--- src/rtl/snake_if.sv ---
// snake_if: control, status and render-query signals between the snake engine and its surroundings
interface snake_if #(
    parameter int XW = 6,
    parameter int YW = 5,
    parameter int LW = 5
);
    logic [1:0]    game_status;
    logic          restart;
    logic          key1_press;
    logic          key2_press;
    logic          key3_press;
    logic          key4_press;
    logic          grow;
    logic          hit_wall;
    logic          hit_body;
    logic [XW-1:0] head_x;
    logic [YW-1:0] head_y;
    logic [LW-1:0] snake_len;
    logic          move_tick;
    logic [XW-1:0] query_x;
    logic [YW-1:0] query_y;
    logic          query_hit;
    modport master (
        output game_status, restart, key1_press, key2_press, key3_press, key4_press, grow, query_x, query_y,
        input  hit_wall, hit_body, head_x, head_y, snake_len, move_tick, query_hit
    );
    modport slave (
        input  game_status, restart, key1_press, key2_press, key3_press, key4_press, grow, query_x, query_y,
        output hit_wall, hit_body, head_x, head_y, snake_len, move_tick, query_hit
    );
endinterface

--- src/rtl/snake_motion_ctrl.sv ---
// snake_motion_ctrl: segment list, tick-driven stepping, wall/body collision and registered cell-occupancy query
module snake_motion_ctrl #(
    parameter int GRID_W     = 40,
    parameter int GRID_H     = 30,
    parameter int MAX_LEN    = 16,
    parameter int INIT_LEN   = 3,
    parameter int MOVE_TICKS = 12_500_000,
    parameter int XW         = 6,
    parameter int YW         = 5,
    parameter int LW         = 5
) (
    input logic CLK_50M,
    input logic RST,
    snake_if.slave bus
);
    typedef enum logic [1:0] {UP, DOWN, LEFT, RIGHT} dir_t;
    localparam int TW = $clog2(MOVE_TICKS + 1);
    localparam logic [1:0] PLAY = 2'b10;
    localparam logic [1:0] DIE  = 2'b11;
    logic [XW-1:0] r_seg_x [MAX_LEN];
    logic [YW-1:0] r_seg_y [MAX_LEN];
    logic [LW-1:0] r_len;
    logic [TW-1:0] r_tick;
    dir_t          r_cur_dir, r_next_dir, w_req_dir, w_base_dir;
    logic          r_pending, r_hit_wall, r_hit_body, r_move_tick, r_query_hit;
    logic          w_run, w_step, w_wall, w_body, w_move, w_any_key, w_key_ok, w_query;
    logic [XW-1:0] w_nx;
    logic [YW-1:0] w_ny;

    always_comb begin
        w_run = bus.game_status == PLAY && !r_hit_wall && !r_hit_body;
        w_step = w_run && r_tick == TW'(MOVE_TICKS - 1);
        w_nx = r_next_dir == LEFT ? r_seg_x[0] - XW'(1) : r_next_dir == RIGHT ? r_seg_x[0] + XW'(1) : r_seg_x[0];
        w_ny = r_next_dir == UP ? r_seg_y[0] - YW'(1) : r_next_dir == DOWN ? r_seg_y[0] + YW'(1) : r_seg_y[0];
        w_wall = (r_next_dir == LEFT && r_seg_x[0] == '0) || (r_next_dir == RIGHT && r_seg_x[0] == XW'(GRID_W - 1)) ||
                 (r_next_dir == UP && r_seg_y[0] == '0) || (r_next_dir == DOWN && r_seg_y[0] == YW'(GRID_H - 1));
        w_body = 1'b0;
        w_query = 1'b0;
        // The tail vacates its cell on a normal step, so it only blocks when this step grows
        for (int i = 0; i < MAX_LEN; i++) begin
            if ((i + 1 < int'(r_len) || (i + 1 == int'(r_len) && r_pending && int'(r_len) < MAX_LEN)) &&
                r_seg_x[i] == w_nx && r_seg_y[i] == w_ny) w_body = 1'b1;
            if (i < int'(r_len) && r_seg_x[i] == bus.query_x && r_seg_y[i] == bus.query_y) w_query = 1'b1;
        end
        w_move = w_step && !w_wall && !w_body;
        w_any_key = bus.key1_press || bus.key2_press || bus.key3_press || bus.key4_press;
        w_req_dir = bus.key1_press ? UP : bus.key2_press ? DOWN : bus.key3_press ? LEFT : RIGHT;
        // Reversal is judged against the direction that will be committed after this edge
        w_base_dir = w_move ? r_next_dir : r_cur_dir;
        w_key_ok = w_any_key && bus.game_status != DIE && w_req_dir != dir_t'({w_base_dir[1], ~w_base_dir[0]});
    end

    always_ff @(posedge CLK_50M) begin
        if (RST || bus.restart) begin
            for (int i = 0; i < MAX_LEN; i++) begin
                r_seg_x[i] <= XW'(GRID_W / 2 - i);
                r_seg_y[i] <= YW'(GRID_H / 2);
            end
            r_len       <= LW'(INIT_LEN);
            r_tick      <= '0;
            r_cur_dir   <= RIGHT;
            r_next_dir  <= RIGHT;
            r_pending   <= 1'b0;
            r_hit_wall  <= 1'b0;
            r_hit_body  <= 1'b0;
            r_move_tick <= 1'b0;
            r_query_hit <= 1'b0;
        end else begin
            r_tick      <= (w_step || !w_run) ? '0 : r_tick + TW'(1);
            r_move_tick <= w_move;
            r_query_hit <= w_query;
            if (w_key_ok) r_next_dir <= w_req_dir;
            if (w_step && w_wall) r_hit_wall <= 1'b1;
            if (w_step && !w_wall && w_body) r_hit_body <= 1'b1;
            if (w_move) begin
                r_cur_dir <= r_next_dir;
                for (int i = 1; i < MAX_LEN; i++) begin
                    r_seg_x[i] <= r_seg_x[i-1];
                    r_seg_y[i] <= r_seg_y[i-1];
                end
                r_seg_x[0] <= w_nx;
                r_seg_y[0] <= w_ny;
                if (r_pending && int'(r_len) < MAX_LEN) r_len <= r_len + LW'(1);
                r_pending <= bus.grow;
            end else begin
                r_pending <= r_pending || bus.grow;
            end
        end
    end

    assign bus.hit_wall  = r_hit_wall;
    assign bus.hit_body  = r_hit_body;
    assign bus.head_x    = r_seg_x[0];
    assign bus.head_y    = r_seg_y[0];
    assign bus.snake_len = r_len;
    assign bus.move_tick = r_move_tick;
    assign bus.query_hit = r_query_hit;
endmodule

--- src/flat_wrapper.sv ---
// flat-port wrapper written by rule: the top's interface ports become plain ports
module snake_motion_ctrl_flat 
#(
    parameter int GRID_W     = 40,
    parameter int GRID_H     = 30,
    parameter int MAX_LEN    = 16,
    parameter int INIT_LEN   = 3,
    parameter int MOVE_TICKS = 12_500_000,
    parameter int XW         = 6,
    parameter int YW         = 5,
    parameter int LW         = 5
)
  (CLK_50M, RST, bus_game_status, bus_restart, bus_key1_press, bus_key2_press, bus_key3_press, bus_key4_press, bus_grow, bus_query_x, bus_query_y, bus_hit_wall, bus_hit_body, bus_head_x, bus_head_y, bus_snake_len, bus_move_tick, bus_query_hit);
  snake_if #(.XW(XW), .YW(YW), .LW(LW)) bus_i ();
  input logic CLK_50M;
  input logic RST;
  input wire logic [$bits(bus_i.game_status)-1:0] bus_game_status;
  input wire logic [$bits(bus_i.restart)-1:0] bus_restart;
  input wire logic [$bits(bus_i.key1_press)-1:0] bus_key1_press;
  input wire logic [$bits(bus_i.key2_press)-1:0] bus_key2_press;
  input wire logic [$bits(bus_i.key3_press)-1:0] bus_key3_press;
  input wire logic [$bits(bus_i.key4_press)-1:0] bus_key4_press;
  input wire logic [$bits(bus_i.grow)-1:0] bus_grow;
  input wire logic [$bits(bus_i.query_x)-1:0] bus_query_x;
  input wire logic [$bits(bus_i.query_y)-1:0] bus_query_y;
  output wire logic [$bits(bus_i.hit_wall)-1:0] bus_hit_wall;
  output wire logic [$bits(bus_i.hit_body)-1:0] bus_hit_body;
  output wire logic [$bits(bus_i.head_x)-1:0] bus_head_x;
  output wire logic [$bits(bus_i.head_y)-1:0] bus_head_y;
  output wire logic [$bits(bus_i.snake_len)-1:0] bus_snake_len;
  output wire logic [$bits(bus_i.move_tick)-1:0] bus_move_tick;
  output wire logic [$bits(bus_i.query_hit)-1:0] bus_query_hit;
  assign bus_i.game_status = bus_game_status;
  assign bus_i.restart = bus_restart;
  assign bus_i.key1_press = bus_key1_press;
  assign bus_i.key2_press = bus_key2_press;
  assign bus_i.key3_press = bus_key3_press;
  assign bus_i.key4_press = bus_key4_press;
  assign bus_i.grow = bus_grow;
  assign bus_i.query_x = bus_query_x;
  assign bus_i.query_y = bus_query_y;
  assign bus_hit_wall = bus_i.hit_wall;
  assign bus_hit_body = bus_i.hit_body;
  assign bus_head_x = bus_i.head_x;
  assign bus_head_y = bus_i.head_y;
  assign bus_snake_len = bus_i.snake_len;
  assign bus_move_tick = bus_i.move_tick;
  assign bus_query_hit = bus_i.query_hit;
  snake_motion_ctrl #(.GRID_W(GRID_W), .GRID_H(GRID_H), .MAX_LEN(MAX_LEN), .INIT_LEN(INIT_LEN), .MOVE_TICKS(MOVE_TICKS), .XW(XW), .YW(YW), .LW(LW)) u_core (.CLK_50M(CLK_50M), .RST(RST), .bus(bus_i));
endmodule
--- config.mk ---
export PLATFORM = sky130hd
export DESIGN_NAME = snake_motion_ctrl_flat
export DESIGN_NICKNAME = d
export VERILOG_FILES = /design/src/rtl/snake_if.sv /design/src/rtl/snake_motion_ctrl.sv /design/src/flat_wrapper.sv
export SDC_FILE = /design/constraint.sdc
export NUM_CORES = 1
export LEC_CHECK = 0
export ABC_AREA = 0
export BUFFER_PORTS_ARGS = -buffer_cell sky130_fd_sc_hd__clkbuf_2
export CORE_UTILIZATION = 55
export CTS_CLUSTER_DIAMETER = 80
export DETAILED_ROUTE_END_ITERATION = 10
export GPL_TIMING_DRIVEN = 0
export PLACE_DENSITY = 0.74
export SETUP_SLACK_MARGIN = 0.05
export SLEW_MARGIN = 10
export SYNTH_ARGS = -nofsm -noshare
export SYNTH_HDL_FRONTEND = slang
export SYNTH_SLANG_ARGS = --single-unit
--- constraint.sdc ---
create_clock -name CLK_50M -period 6.5 [get_ports CLK_50M]
set_input_delay 1.625 -clock CLK_50M [delete_from_list [all_inputs] [get_ports CLK_50M]]
set_output_delay 1.625 -clock CLK_50M [all_outputs]
set_load 0.02 [all_outputs]
# Word-level counts from Yosys, hierarchy flattened
# Memory sizes are Yosys's and may differ from the RTL's.
# Index checks and enable logic that the tools add are counted.
# op_classes
add_sub_neg,6
magnitude_cmp,18
eq_ne,89
mux,78
n_bitwise,33
n_reduce_logical,145
# ops
operator,count
$eq A6 B6 Y1,32
$eq A5 B5 Y1,32
$logic_and A1 B1 Y1,110
$mux W6,18
$mux W5,18
$eq A5 B5 Y1 const A,9
$lt A4 B5 Y1 const A,8
$mux W1,39
$or A1 B1 Y1,32
$logic_or A1 B1 Y1,25
$add A24 B1 Y24 const B,1
$eq A24 B24 Y1 const B,1
$eq A4 B5 Y1 const A,4
$lt A3 B5 Y1 const A,4
$add A5 B1 Y5 const B,2
$eq A3 B5 Y1 const A,2
$lt A1 B5 Y1 const A,2
$lt A2 B5 Y1 const A,2
$add A6 B1 Y6 const B,1
$eq A2 B2 Y1 const B,3
$eq A6 B6 Y1 const B,1
$logic_not A6 Y1,1
$mux W2,3
$sub A6 B1 Y6 const B,1
14 further kinds,18
# totals
regBits,38
ramBits,176
in_bits,21
output_inout_bits,20
word_cells,380
memories,2
# memory_table
memory,words,width,rd,rd_ports_with_merged_regs,write_ports,line,rtl
u_core.r_seg_x,16,6,16,0,16,snake_motion_ctrl.sv:20,logic [XW-1:0] r_seg_x [MAX_LEN];
u_core.r_seg_y,16,5,16,0,16,snake_motion_ctrl.sv:21,logic [YW-1:0] r_seg_y [MAX_LEN];

# Longest topological paths before layout
# An unclocked memory read counts as a cell.
# depth
word_depth,29
mapped_depth,17
depth_no_buf,14

# Least setup slack after synthesis
# No wires, ideal clock.
# synth_path
kind,register to register
startpoint,mem u_core.r_seg_y[0][0]
endpoint,"mem u_core.r_seg_x[0][0], enable pin"
setup_ns,0.995
arrival_ns,5.594
required_time_ns,5.505
setup_slack_ns,-0.089
stages_incl_launch_ff,16
n_path_buf,4
synth_period_minus_slack_ns,6.589
path_cell_list,edfxtp_1 -> buf_2 -> buf_2 -> inv_1 -> ha_1 -> xnor2_1 -> a21boi_0 -> buf_2 -> xnor2_1 -> or4_1 -> nor4_1 -> a41oi_1 -> and4_4 -> nand3_4 -> buf_2 -> nand2_1
# synth_rtl
element,line
start: declaration,snake_motion_ctrl.sv:21
end: declaration,snake_motion_ctrl.sv:20

==> impl_metrics.csv <==
group,metric,value,unit
timing,hold_viol,0,
setup_path,crit_required,6.79,ns
placed_design,portBuffers,29,
logic_synthesis,synth_edf_count,110,
placed_design,gp_congestion,1.04,
setup_path,crit_path_end_kind,"flip-flop",
timing,worstMarginPinSlew,1.35,ns
clock_tree,h-tree-depth,1,
power,internal_power,2.62,mW
placed_design,dpl.hpwl,46900,µm
final_layout,fill_cells,2234,
setup_path,path_class,"flip-flop to flip-flop",
global_route,first_global_vias,12540,
worst_hold_path,hold_path_startpoint,"u_core.r_tick[0]",
power,powerDensity,224,nW/µm²
clock_tree,cts.sink_count,214,
run,cap_violations,0,
timing,slew_headroom,0.0985,
setup_path,reg2reg_from,"u_core.r_seg_y[0][0]",
global_route,grt_overflow_total,0,
clock_tree,clock_latency,0.56,ns
floorplan,placement_rows,59,
global_route,grt_pass1_wl,88400,µm
detailed_routing,dr.first_iter.drc_count,1815,
logic_synthesis,dominantRegCellSynth,"edfxtp_1",
floorplan,core,26200,µm²
floorplan,start_util,0.562,
detailed_routing,antenna_left,0,
clock_tree,clockBufferDepth,3,
clock_tree,cts_tree,"built",
detailed_routing,drt-pass1-iter-count,10,
floorplan,io_pins,41,
final_layout,multiInputGateArea,8810,µm²
floorplan,die_area,27500,µm²
clock_tree,path_clk_slew,0.07,ns
setup_path,critPathLaunch,"u_core.r_seg_y[0][0]",
logic_synthesis,syn_area_per_cell,9.72,µm²
run_status,status,"finished with violations",
detailed_routing,avgRoutedWirePerCell,32.4,µm
global_route,antenna_found_initial,1,
placed_design,dpl_cell_area,15400,µm²
power,seqPwrFrac,0.414,
logic_synthesis,syn_nets,1551,
power,p_clk_frac,0.427,
final_layout,fin_area,16300,µm²
timing,rsz0062_at_grt,"no",
setup_path,ff2ff_path_depth,16,
power,switching_power,1.05,mW
timing,fin_crit,6.30,ns
detailed_routing,drcViolationCount,4,
logic_synthesis,ys_ff_latch,214,
detailed_routing,drt_wl_total,62500,µm
detailed_routing,via_per_inst,6.90,
setup_path,critPathSlowestCell,"a311oi_1",
final_layout,post-route-util,0.624,
power,power,3.67,mW
logic_synthesis,netlist_area,14700,µm²
timing,finClkSkew,0.0144,ns
timing,finalSetupViolCount,0,
final_layout,nNetsFinal,1609,
setup_path,cp_data_arrival_time,6.60,ns
global_route,grt_max_degree,67,
setup_path,cp_cell_sequence,"buf_2 > buf_2 > inv_1 > ha_1 > mux2i_1 > nor2_1 > xnor2_2 > a221o_1 > nor4_1 > a311oi_1 > nand4_1 > nor3_4 > nand2_1 > inv_2 > buf_2 > nand2_1",
logic_synthesis,synth_cells,1516,
setup_path,startpoint_type,"flip-flop",
power,p_leak,5.78,nW
setup_path,crit_fanout,10,
power,ir_drop,0.287,mV
worst_hold_path,hold_path.class,"flip-flop to flip-flop",
detailed_routing,vias,13326,
power,swShare,0.286,
setup_path,r2r_slack,0.20,ns
logic_synthesis,async_flop_share,0,
logic_synthesis,ys_seq_area_frac,0.365,
final_layout,area_growth,10.9,%
power,combPwrFrac,0.159,
worst_hold_path,whs_path_depth,1,
logic_synthesis,yosys_warnings,0,
run_status,violations,"design-rule violations",
setup_path,cpPeakStageDelay,0.73,ns
setup_path,cp_common_cell,"buf_2",
timing,post-route-period-util,0.970,
global_route,grt_usage,0.453,
logic_synthesis,ys_types,84,
floorplan,fp.dieH,166,µm
final_layout,seq_area,5390,µm²
final_layout,drive_gt1_frac,0.0879,
timing,setup_tns,0,ns
floorplan,fp.dieW,166,µm
timing,fmax,0.159,GHz
clock_tree,root_buffer,"clkbuf_16",
clock_tree,numCtsBuffers,25,
timing,drv_slew,0,
## cells in the final DEF (no fill, tap or decap), types with 11 or more instances in the layout
cell type  count
edfxtp_1     110
nand3_1       50
nand4_1       44
nand2_1      100
a21oi_1       34
buf_2         14
xor2_1       132
inv_1         21
nor2_1       100
xnor3_1       27
clkbuf_1      81
and3_1        55
nor4_1        31
dfxtp_1      104
clkbuf_16     28
buf_1         11
xnor2_1      201
o21ai_0       24
mux2i_1       70
or3_1         62
ha_1          14
nor3_1        27
clkbuf_2      32
## cells in the mapped netlist (21+ instances only)
| master | n | area (µm²) |
|---|---|---|
| nand4_1 | 44 | 275 |
| o21ai_0 | 24 | 120 |
| nor3_1 | 27 | 135 |
| or3_1 | 62 | 388 |
| dfxtp_1 | 104 | 2080 |
| xor2_1 | 133 | 1160 |
| nor4_1 | 32 | 200 |
| and3_1 | 55 | 344 |
| nand2_1 | 101 | 379 |
| edfxtp_1 | 110 | 3300 |
| nand3_1 | 50 | 250 |
| nor2_1 | 100 | 375 |
| mux2i_1 | 70 | 701 |
| xnor3_1 | 27 | 608 |
| clkbuf_1 | 79 | 297 |
| inv_1 | 21 | 78.8 |
| xnor2_1 | 205 | 1800 |
| a21oi_1 | 34 | 170 |
## final cells by class
cell class	instances	share of cell area
sequential	214	0.330
timing repair buffer	32	0.0115
tap	335	0.0256
inverter	22	0.00505
multi-input combinational	1161	0.539
buffer	118	0.0328
antenna	2	0.000306
clock inverter	10	0.00842
clock buffer	36	0.0478
## registers in the layout, indices dropped and copies added, names as in the netlist
name	count
u_core.bus.hit_body	1
u_core.bus.hit_wall	1
u_core.bus.move_tick	1
u_core.bus.query_hit	1
u_core.bus.snake_len	5
u_core.r_cur_dir	2
u_core.r_next_dir	2
u_core.r_pending	1
u_core.r_seg_x	96
u_core.r_seg_y	80
u_core.r_tick	24
## power groups by stage
stage	sequential [mW]	clock (mW)	combinational [mW]
6_report	1.52	1.57	0.582
5_1_grt	1.52	1.61	0.596
4_1_cts	1.52	1.56	0.555
3_5_place_dp	1.54	0	0.549
3_3_place_gp	1.55	0	0.543
2_1_floorplan	1.52	0	0.364
## stage by stage
step | instances | hold WS, ns | setup slack [ns]
6_report | 1930 | 0.463 | 0.196
5_1_grt | 1928 | 0.484 | 0.123
4_1_cts | 1927 | 0.464 | 0.0713
3_5_place_dp | 1881 | 0.451 | -0.323
3_3_place_gp | 1880 | 0.439 | -1.67
2_1_floorplan | 1516 | 0.426 | 1.03
## cell families after synthesis
family / Yosys count / synth area share
AO/OA/AOI/OAI: 181 / 0.0935
XOR/XNOR: 370 / 0.249
adder cells (fa/ha/maj): 14 / 0.0119
buffers and inverters: 141 / 0.0421
flip-flops: 214 / 0.365
multiplexers: 73 / 0.0498
AND/OR/NAND/NOR: 523 / 0.188
## path summary, 6_finish.rpt
| kind | endpoint |
|---|---|
| hold reg to reg | u_core.r_tick[0] |
| hold / removal | u_core.r_tick[0] |
| setup reg to reg | u_core.r_seg_y[8][2] |
| setup / recovery | u_core.r_seg_y[8][2] |
## worst max-delay path, delay by kind of cell, from the launching register on
family / cells / cell delay [ns]
compound gates: 2 / 1.04
xor+xnor: 1 / 0.71
fa+ha+maj: 1 / 0.26
buf+inv: 5 / 1.74
flops: 1 / 0.46
mux: 1 / 0.33
simple gates: 6 / 1.48
## what timing repair did
item | in CTS | in global routing
pin swaps | 0 | 1
hold buffers | 0 | 0
setup endpoints to repair | 130 | 94
setup buffers | 0 | 2
endpoints found under the hold margin | 0 | 0
gates resized for setup | 5 | 3
## routing by layer
metal | share of wire | vias to the layer above | global-route usage
met5 | 0.00021 | - | 0
met4 | 0.097 | 2 | 0.359
met3 | 0.11 | 286 | 0.0820
met2 | 0.43 | 1021 | 0.687
met1 | 0.36 | 6442 | 0.573
li1 | - | 5575 | -
Note: power is estimated with default switching activity, not from simulation.
